File: src/rtl/pacman_space_responder.sv
// pacman_space_responder
//   Fabric-side responder for the HPS command path. Software writes a 16-bit
//   command word on the pacman PIO and watches the space PIO for a response.
//   A command is new when its req toggle differs from the current ack toggle.
//   The block owns a maze tile RAM (2 bits per tile, address = {row, col}).
//   It answers tile queries, neighbour lookups, writes, bulk clears and
//   pellet counts.
//
// Ports
//   clk_clk      in   1   system clock (same clock as the PIO cores)
//   reset_reset  in   1   asynchronous active-high reset
//   cmd_export   in  16   [15] req toggle, [14:12] opcode, [11:0] payload
//   rsp_export   out 16   [15] ack toggle, [14] error, [13:12] 0, [11:0] data
//   busy         out  1   high whenever the FSM is not idle
//
// Build option
//   PACMAN_PELLET_COUNT_EN : when defined, keeps a running pellet count and
//   implements opcode 6 (COUNT). When undefined, opcode 6 returns an error.
module pacman_space_responder #(
  parameter int MAZE_COLS = 28,
  parameter int MAZE_ROWS = 31
) (
  input  logic        clk_clk,
  input  logic        reset_reset,
  input  logic [15:0] cmd_export,
  output logic [15:0] rsp_export,
  output logic        busy
);
  localparam int         DEPTH     = MAZE_ROWS * 32;
  localparam logic [5:0] COLS_W    = 6'(MAZE_COLS);
  localparam logic [5:0] ROWS_W    = 6'(MAZE_ROWS);
  localparam logic [4:0] LAST_COL  = 5'(MAZE_COLS - 1);
  localparam logic [4:0] LAST_ROW  = 5'(MAZE_ROWS - 1);
  localparam logic [9:0] LAST_ADDR = 10'(DEPTH - 1);

  localparam logic [2:0] OP_NOP     = 3'd0;
  localparam logic [2:0] OP_SET_ROW = 3'd1;
  localparam logic [2:0] OP_QUERY   = 3'd2;
  localparam logic [2:0] OP_WRITE   = 3'd3;
  localparam logic [2:0] OP_DIR     = 3'd4;
  localparam logic [2:0] OP_CLEAR   = 3'd5;
  localparam logic [2:0] OP_COUNT   = 3'd6;

  typedef enum logic [2:0] {
    S_IDLE, S_ADDR, S_READ, S_RESP, S_CLEAR
  } state_t;

  state_t      state_reg, state_next;
  logic [15:0] cmd_q;
  logic        tog_reg;
  logic [2:0]  op_reg;
  logic [6:0]  arg_reg;
  logic [4:0]  row_reg;
  logic [9:0]  addr_reg;
  logic [4:0]  ncol_reg;
  logic        err_reg;
  logic [9:0]  clr_addr_reg;
  logic [15:0] rsp_reg;
  logic [1:0]  rd_reg;
  logic        accept;
  logic [4:0]  a_row, a_col;
  logic        a_err;
  logic        rsp_err;
  logic [11:0] rsp_data;
  logic        ram_we;
  logic [9:0]  ram_waddr;
  logic [1:0]  ram_wdata;
  logic [1:0]  ram [DEPTH];

`ifdef PACMAN_PELLET_COUNT_EN
  localparam logic [11:0] FULL_CNT = 12'(MAZE_ROWS * MAZE_COLS);
  logic [11:0] pellet_cnt_reg;
`endif

  // Payload bits above the tile/dir field carry nothing for any opcode.
  logic unused_payload;
  assign unused_payload = ^cmd_q[11:7];

  assign accept     = (state_reg == S_IDLE) && (cmd_q[15] != rsp_reg[15]);
  assign busy       = (state_reg != S_IDLE);
  assign rsp_export = rsp_reg;

  // State register
  always_ff @(posedge clk_clk or posedge reset_reset) begin
    if (reset_reset) state_reg <= S_IDLE;
    else             state_reg <= state_next;
  end

  // Next-state logic
  always_comb begin
    state_next = state_reg;
    case (state_reg)
      S_IDLE: begin
        if (accept) begin
          case (cmd_q[14:12])
            OP_QUERY, OP_WRITE, OP_DIR: state_next = S_ADDR;
            OP_CLEAR:                   state_next = S_CLEAR;
            default:                    state_next = S_RESP;
          endcase
        end
      end
      S_ADDR:  state_next = S_READ;
      S_READ:  state_next = S_RESP;
      S_CLEAR: if (clr_addr_reg == LAST_ADDR) state_next = S_RESP;
      S_RESP:  state_next = S_IDLE;
      default: state_next = S_IDLE;
    endcase
  end

  // Target tile for QUERY/WRITE/QUERY_DIR. Horizontal moves wrap through
  // the tunnel; vertical moves off the maze edge are errors.
  always_comb begin
    a_row = row_reg;
    a_col = arg_reg[4:0];
    a_err = ({1'b0, arg_reg[4:0]} >= COLS_W);
    if (op_reg == OP_DIR) begin
      case (arg_reg[6:5])
        2'd0: if (row_reg == 5'd0) a_err = 1'b1; else a_row = row_reg - 5'd1;
        2'd1: if (row_reg == LAST_ROW) a_err = 1'b1; else a_row = row_reg + 5'd1;
        2'd2: a_col = (arg_reg[4:0] == 5'd0) ? LAST_COL : arg_reg[4:0] - 5'd1;
        default: a_col = (arg_reg[4:0] == LAST_COL) ? 5'd0 : arg_reg[4:0] + 5'd1;
      endcase
    end
  end

  // Response fields, consumed only in S_RESP.
  always_comb begin
    rsp_err  = 1'b0;
    rsp_data = '0;
    case (op_reg)
      OP_NOP, OP_CLEAR: rsp_data = '0;
      OP_SET_ROW:       rsp_err = ({1'b0, arg_reg[4:0]} >= ROWS_W);
      OP_QUERY, OP_WRITE: begin
        rsp_err = err_reg;
        if (!err_reg) rsp_data = {10'd0, rd_reg};
      end
      OP_DIR: begin
        rsp_err = err_reg;
        if (!err_reg) rsp_data = {ncol_reg, 5'd0, rd_reg};
      end
`ifdef PACMAN_PELLET_COUNT_EN
      OP_COUNT:         rsp_data = pellet_cnt_reg;
`endif
      default:          rsp_err = 1'b1;
    endcase
  end

  // RAM write port. CLEAR writes address 0 on the accept edge so the
  // remaining addresses stream out of S_CLEAR one per cycle.
  always_comb begin
    ram_we    = 1'b0;
    ram_waddr = clr_addr_reg;
    ram_wdata = arg_reg[1:0];
    if (accept && (cmd_q[14:12] == OP_CLEAR)) begin
      ram_we    = 1'b1;
      ram_waddr = '0;
      ram_wdata = cmd_q[1:0];
    end else if (state_reg == S_CLEAR) begin
      ram_we = 1'b1;
    end else if ((state_reg == S_RESP) && (op_reg == OP_WRITE) && !err_reg) begin
      ram_we    = 1'b1;
      ram_waddr = addr_reg;
      ram_wdata = arg_reg[6:5];
    end
  end

  // Tile RAM: contents are deliberately not reset.
  always_ff @(posedge clk_clk) begin
    if (ram_we) ram[ram_waddr] <= ram_wdata;
    rd_reg <= ram[addr_reg];
  end

  // Datapath registers
  always_ff @(posedge clk_clk or posedge reset_reset) begin
    if (reset_reset) begin
      cmd_q        <= '0;
      tog_reg      <= 1'b0;
      op_reg       <= '0;
      arg_reg      <= '0;
      row_reg      <= '0;
      addr_reg     <= '0;
      ncol_reg     <= '0;
      err_reg      <= 1'b0;
      clr_addr_reg <= '0;
      rsp_reg      <= '0;
    end else begin
      cmd_q <= cmd_export;
      if (accept) begin
        tog_reg      <= cmd_q[15];
        op_reg       <= cmd_q[14:12];
        arg_reg      <= cmd_q[6:0];
        clr_addr_reg <= 10'd1;
      end
      if (state_reg == S_CLEAR) clr_addr_reg <= clr_addr_reg + 10'd1;
      if (state_reg == S_ADDR) begin
        addr_reg <= {a_row, a_col};
        ncol_reg <= a_col;
        err_reg  <= a_err;
      end
      if (state_reg == S_RESP) begin
        rsp_reg <= {tog_reg, rsp_err, 2'b00, rsp_data};
        if ((op_reg == OP_SET_ROW) && !rsp_err) row_reg <= arg_reg[4:0];
      end
    end
  end

`ifdef PACMAN_PELLET_COUNT_EN
  // Running pellet count: CLEAR sets it, WRITE adjusts it from the old
  // tile (read back before the write) and the new one. Tile codes 2/3 are
  // pellets, so bit 1 is the pellet flag.
  always_ff @(posedge clk_clk or posedge reset_reset) begin
    if (reset_reset) begin
      pellet_cnt_reg <= '0;
    end else if (state_reg == S_RESP) begin
      if (op_reg == OP_CLEAR) begin
        pellet_cnt_reg <= arg_reg[1] ? FULL_CNT : 12'd0;
      end else if ((op_reg == OP_WRITE) && !err_reg) begin
        if (!rd_reg[1] && arg_reg[6] && (pellet_cnt_reg != 12'hFFF))
          pellet_cnt_reg <= pellet_cnt_reg + 12'd1;
        else if (rd_reg[1] && !arg_reg[6] && (pellet_cnt_reg != 12'd0))
          pellet_cnt_reg <= pellet_cnt_reg - 12'd1;
      end
    end
  end
`endif

endmodule

File: config.mk
export PLATFORM = sky130hd
export DESIGN_NAME = pacman_space_responder
export DESIGN_NICKNAME = d
export VERILOG_FILES = /design/src/rtl/pacman_space_responder.sv
export SDC_FILE = /design/constraint.sdc
export NUM_CORES = 2
export LEC_CHECK = 0
export CAP_MARGIN = 40
export CORE_ASPECT_RATIO = 1.5
export CORE_MARGIN = 2
export CORE_UTILIZATION = 57
export DETAILED_ROUTE_END_ITERATION = 10
export GPL_TIMING_DRIVEN = 0
export PLACE_DENSITY = 0.76
export REMOVE_ABC_BUFFERS = 1
export SLEW_MARGIN = 5
export SYNTH_ARGS = -nofsm -noshare
export SYNTH_HDL_FRONTEND = slang
export SYNTH_SLANG_ARGS = --single-unit
File: constraint.sdc
create_clock -name clk_clk -period 39.3 [get_ports clk_clk]
set_input_delay 7.86 -clock clk_clk [delete_from_list [all_inputs] [get_ports clk_clk]]
set_output_delay 7.86 -clock clk_clk [all_outputs]
set_load 0.02 [all_outputs]
Yosys cells after proc, flatten, opt, wreduce, memory -nomap -nowiden

Memory sizes are Yosys's and may differ from the RTL's. A register that Yosys moved wholly into a read port is not among the register bits.
Cells that the tools add are included.

Bits of input ports: 18
Bits in registers: 75
Memories: 1
Output and inout bits: 17
Memory bits (writable): 1984

Multiplexer cells: 33
Add/sub/neg operators: 5
Equality and inequality tests: 21
Reduce and logical (&&, ||, !) cells: 21
Magnitude comparators: 2

Memory list:

| memory | depth | bits a word | rd ports | clocked after Yosys merged registers in | wr ports | RTL line | text |
|---|---|---|---|---|---|---|---|
| ram    | 992   | 2           | 1        | 1                                       | 1        | 68       | `logic [1:0] ram [DEPTH];` |

Operators by type and width:

| cell                    | number |
|---|---|
| $mux W10                | 5 |
| $mux W5                 | 6 |
| $pmux W12 S2            | 1 |
| $pmux W5 S2             | 2 |
| $eq A3 B2 Y1 const B    | 6 |
| $eq A3 B3 Y1 const B    | 5 |
| $mux W12                | 1 |
| $pmux W3 S4             | 1 |
| $add A10 B1 Y10 const B | 1 |
| $add A5 B1 Y5 const B   | 2 |
| $eq A10 B10 Y1 const B  | 1 |
| $eq A5 B5 Y1 const B    | 2 |
| $ge A5 B5 Y1 const B    | 2 |
| $logic_not A5 Y1        | 2 |
| $sub A5 B1 Y5 const B   | 2 |
| $mux W1                 | 8 |
| $mux W2                 | 4 |
| $eq A3 B1 Y1 const B    | 2 |
| $logic_not A3 Y1        | 2 |
| $mux W3                 | 2 |
| $pmux W3 S2             | 1 |
| $reduce_or A2 Y1        | 3 |
| $reduce_or A3 Y1        | 2 |
| $logic_and A1 B1 Y1     | 5 |
| 11 further kinds        | 14 |

Depth between registers and ports, before layout

Depth after elaboration: 8
Gate-level depth with buffers: 13
Gate-level depth less buffers: 8

Worst setup path after synthesis

No wires, ideal clock.

Path kind: register -> register
Start point: reg state_reg[2]
End point: mem ram[0][0] (data pin)
Clock period less this slack: 37.014 ns
Data required time: 33.189 ns
Arrival: 30.903 ns
Cell stages (with the launch flop): 7
Buffers on the path: 2
Path slack: 2.286 ns
Path through: dfrtp_1 > buf_2 > nand4bb_1 > nor2_1 > buf_4 > nand2_1 > a31oi_1

Cells in the longest elaborated chain, start to end: 6

RTL lines:

| what                              | RTL line | text |
|---|---|---|
| start, declared                   | 48       | `state_t state_reg, state_next;` |
| start signal, assigned            | 86       | `else state_reg <= state_next;` |
| $eq A3 B2 Y1                      | 160      | `end else if ((state_reg == S_RESP) && (op_reg == OP_WRITE) && !err_reg) begin` |
| $logic_and A1 B1 Y1 (2 in series) | 160      |  |
| $mux W2                           | 160      |  |
| $mux W2                           | 158      | `end else if (state_reg == S_CLEAR) begin` |
| $mux W2 (*)                       | 154      | `if (accept && (cmd_q[14:12] == OP_CLEAR)) begin` |
| net ram_wdata[0]                  | 67       | `logic [1:0] ram_wdata;` |
| end, declared                     | 68       |  |

Mark *: on every way through the listed nets, which the timed path passes. The rest lies on a longest branch.

Worst setup path in the final report

Start point: reg state_reg[2]
End point: out busy

Cells in the longest elaborated chain, start to end: 1

RTL lines:

| what               | RTL line | text |
|---|---|---|
| $reduce_bool A3 Y1 | 80       | `assign busy = (state_reg != S_IDLE);` |
| end, declared      | 27       | `output logic busy` |

No other way between the ends.

==> flow_summary.yaml <==
run_status:
  status: "finished, final reports clean"
critical_path:
  worst_ep_required_time_ns: 31.44
  end_kind: "primary output"
  critPathLaunchType: "flip-flop"
  path_max_fanout: 10
  critical_path_class: "flip-flop to primary output"
  crit_arrival_ns: 2.31
synth:
  synth.yosys.seq_area_share: 0.725
  ys_ff_latch: 2046
  syn_area_um2: 84400
  synth_edf_count: 1984
  yosys_most_used_dff: "edfxtp_1"
  yosysUniqueCellTypes: 81
  yosysWarningCount: 0
  postSynth.asyncResetShare: 0.0293
  avgSynthCellArea_um2: 17.3
  synthCells: 4884
layout:
  layout-drive-gt1-share: 0.210
  reg_top3: "ram: 1984 flops, cmd_q: 11 flops"
  mostFrequentLayoutCell: "edfxtp_1"
  nNetsFinal: 4920
  regMostFlops: "ram"
  stdcell_area_um2: 95200
  fin_cells: 6958
  largest_reg_flops: 1984
  area_growth_pct: 12.9
  final_cell_mix: "edfxtp_1, nor2_1, mux4_2"
place:
  dp_slack_ns: 29.94
  gp_congestion: 0.856
  portBuffers: 22
  place_hpwl_mm: 141
  post-place-cells: 6633
  place_area_um2: 89500
global_routing:
  gr-usage-met1: 0.369
  grt_max_degree: 59
  grt.busiest_layer: "met2"
  grt_pass1_wl_mm: 334
  grt_usage: 0.310
  met2_usage: 0.503
  grt_overflow: 0
  grt_pass1_vias: 49000
  grt_use_met3: 0.0760
  antenna_found_initial: 8
die:
  die_w_um: 318
  row_count: 172
  dieArea_um2: 151000
  die_y_um: 475
  core_area_um2: 147000
  io_pins: 35
  start_util: 0.575
clock_tree:
  cts.clk_slew.worst_paths_ns: 0.06
  cts_setup_buffers: 0
  clkLatencyLatePin_ns: 0.80
  cts_resized: 0
  clk_path_buf_depth: 3
  cts_tree: "done"
  cts_sinks: 2046
  numCtsBuffers: 171
  h-tree-depth: 4
  cts-root-buf: "clkbuf_16"
  hold_buffers: 0
detailed_routing:
  ant_nets: 0
  drt_wl_total_mm: 232
  via_count: 47900
  drc_errors: 0
  avgRoutedWirePerCell_um: 33.4
  viasPerCell: 6.88
  first_iter_violations: 6984
  first_pass_iters: 5
timing:
  min_period_ns: 10.17
  setup_viol: 0
  slew-limit-headroom: 0.241
  rsz0062_at_grt: "false"
  tns_ns: 0
  finalHoldViolations: 0
  worstMarginPinSlew_ns: 1.14
  final-max-slew-violation-count: 0
  clock.fmax_mhz: 98.3
  period_share: 0.259
  setup_ws_ns: 29.13
  fin_skew_ns: 0.0307
flow_run:
  maxCapViolations: 0
power_and_ir_drop:
  vdd_drop_max_v: 0.0000544
  p_leak_nw: 29.5
  powerDensity_nw_per_um2: 72.3
worst_hold_path:
  hold_class: "flip-flop to flip-flop"
[through the flow]
step                total power (W)   util  hold slack, ns
floorplan                   0.00577      -           0.427
global placement            0.00726  0.579           0.461
detailed placement          0.00515  0.610           0.467
CTS                         0.00685  0.648           0.485
global route                0.00706  0.649           0.502
finish                      0.00688  0.649           0.483
[worst paths after layout]
kind | slack, ns | to | depth (start not counted) | from
max reg2reg | 34.17 | rd_reg[1] | 11 | addr_reg[0]
max | 29.13 | busy | 3 | state_reg[2]
max in group asynchronous | 31.25 | addr_reg[0] | 3 | reset_reset
min | 0.48 | rsp_export[11] | 2 | rsp_export[11]
min in group asynchronous | 7.45 | tog_reg | 2 | reset_reset
min reg2reg | 0.48 | rsp_export[11] | 2 | rsp_export[11]
[cell type report]
cell class | count | area (um^2)
Tap cell | 1914 | 2390
Timing Repair Buffer | 223 | 4430
Multi-Input combinational cell | 2438 | 21500
Clock inverter | 118 | 1130
Antenna cell | 5 | 12.5
Inverter | 14 | 60.1
Sequential cell | 2046 | 61100
Clock buffer | 200 | 4530
Fill cell | 9162 | 51600
[routing by layer]
metal / share of wire / routed length [um]
met2: 0.48 / 113000
met3: 0.12 / 26800
met1: 0.32 / 73800
met4: 0.083 / 19200
met5: 0.000052 / 12
[worst max-delay path, cell delays in order, from the launching register on]
cell and delay, ns:
dfrtp_1 0.51, nor3_4 0.31, inv_1 0.15, clkdlybuf4s50_1 0.56
[cells in the mapped netlist, drive strengths merged, types with 4 or more instances]
cell type | count | area share
edfxtp | 1984 | 0.71
nor2 | 1063 | 0.047
mux4 | 496 | 0.13
clkbuf | 213 | 0.0095
buf | 179 | 0.015
nand2 | 162 | 0.0072
mux2i | 126 | 0.015
a21oi | 64 | 0.0038
dfrtp | 60 | 0.018
nand3 | 58 | 0.0039
o21ai | 54 | 0.0032
a22oi | 45 | 0.0040
nor3 | 36 | 0.0023
o22ai | 33 | 0.0024
o221ai | 27 | 0.0028
mux2 | 24 | 0.0032
nand2b | 18 | 0.0013
a221oi | 15 | 0.0016
nor3b | 15 | 0.0014
o211ai | 15 | 0.0013
inv | 14 | 0.00062
a2111oi | 12 | 0.0013
a211oi | 12 | 0.0011
a31oi | 12 | 0.00089
nor2b | 12 | 0.00089
a22o | 10 | 0.0010
nand4 | 10 | 0.00074
and2 | 9 | 0.00067
and3 | 9 | 0.00067
or3 | 9 | 0.00067
ha | 8 | 0.0012
a211o | 6 | 0.00062
nor4 | 6 | 0.00045
o31ai | 6 | 0.00053
nand3b | 5 | 0.00045
a32oi | 4 | 0.00042
o2111ai | 4 | 0.00042
o311ai | 4 | 0.00059
or2 | 4 | 0.00030
[power breakdown]
| group | switching, W | leakage (nW) | total, W | internal, W |
|---|---|---|---|---|
| registers | 0.0000811 | 18.6 | 0.00286 | 0.00278 |
| logic | 0.00136 | 8.16 | 0.00229 | 0.000937 |
| clock network | 0.000768 | 2.75 | 0.00173 | 0.000959 |
[kinds of logic (layout without fill, tap and decap cells)]
group | count (synthesis) | after routing | synth area share
mux | 646 | 646 | 0.151
simple gates | 1431 | 1431 | 0.0699
flops | 2046 | 2046 | 0.725
fa+ha+maj | 9 | 9 | 0.00131
xor+xnor | 4 | 4 | 0.000415
compound gates | 341 | 341 | 0.0279
other cells | 1 | 12 | 0.0000445
buf+inv | 406 | 555 | 0.0253
(Power assumes the default switching activity.)
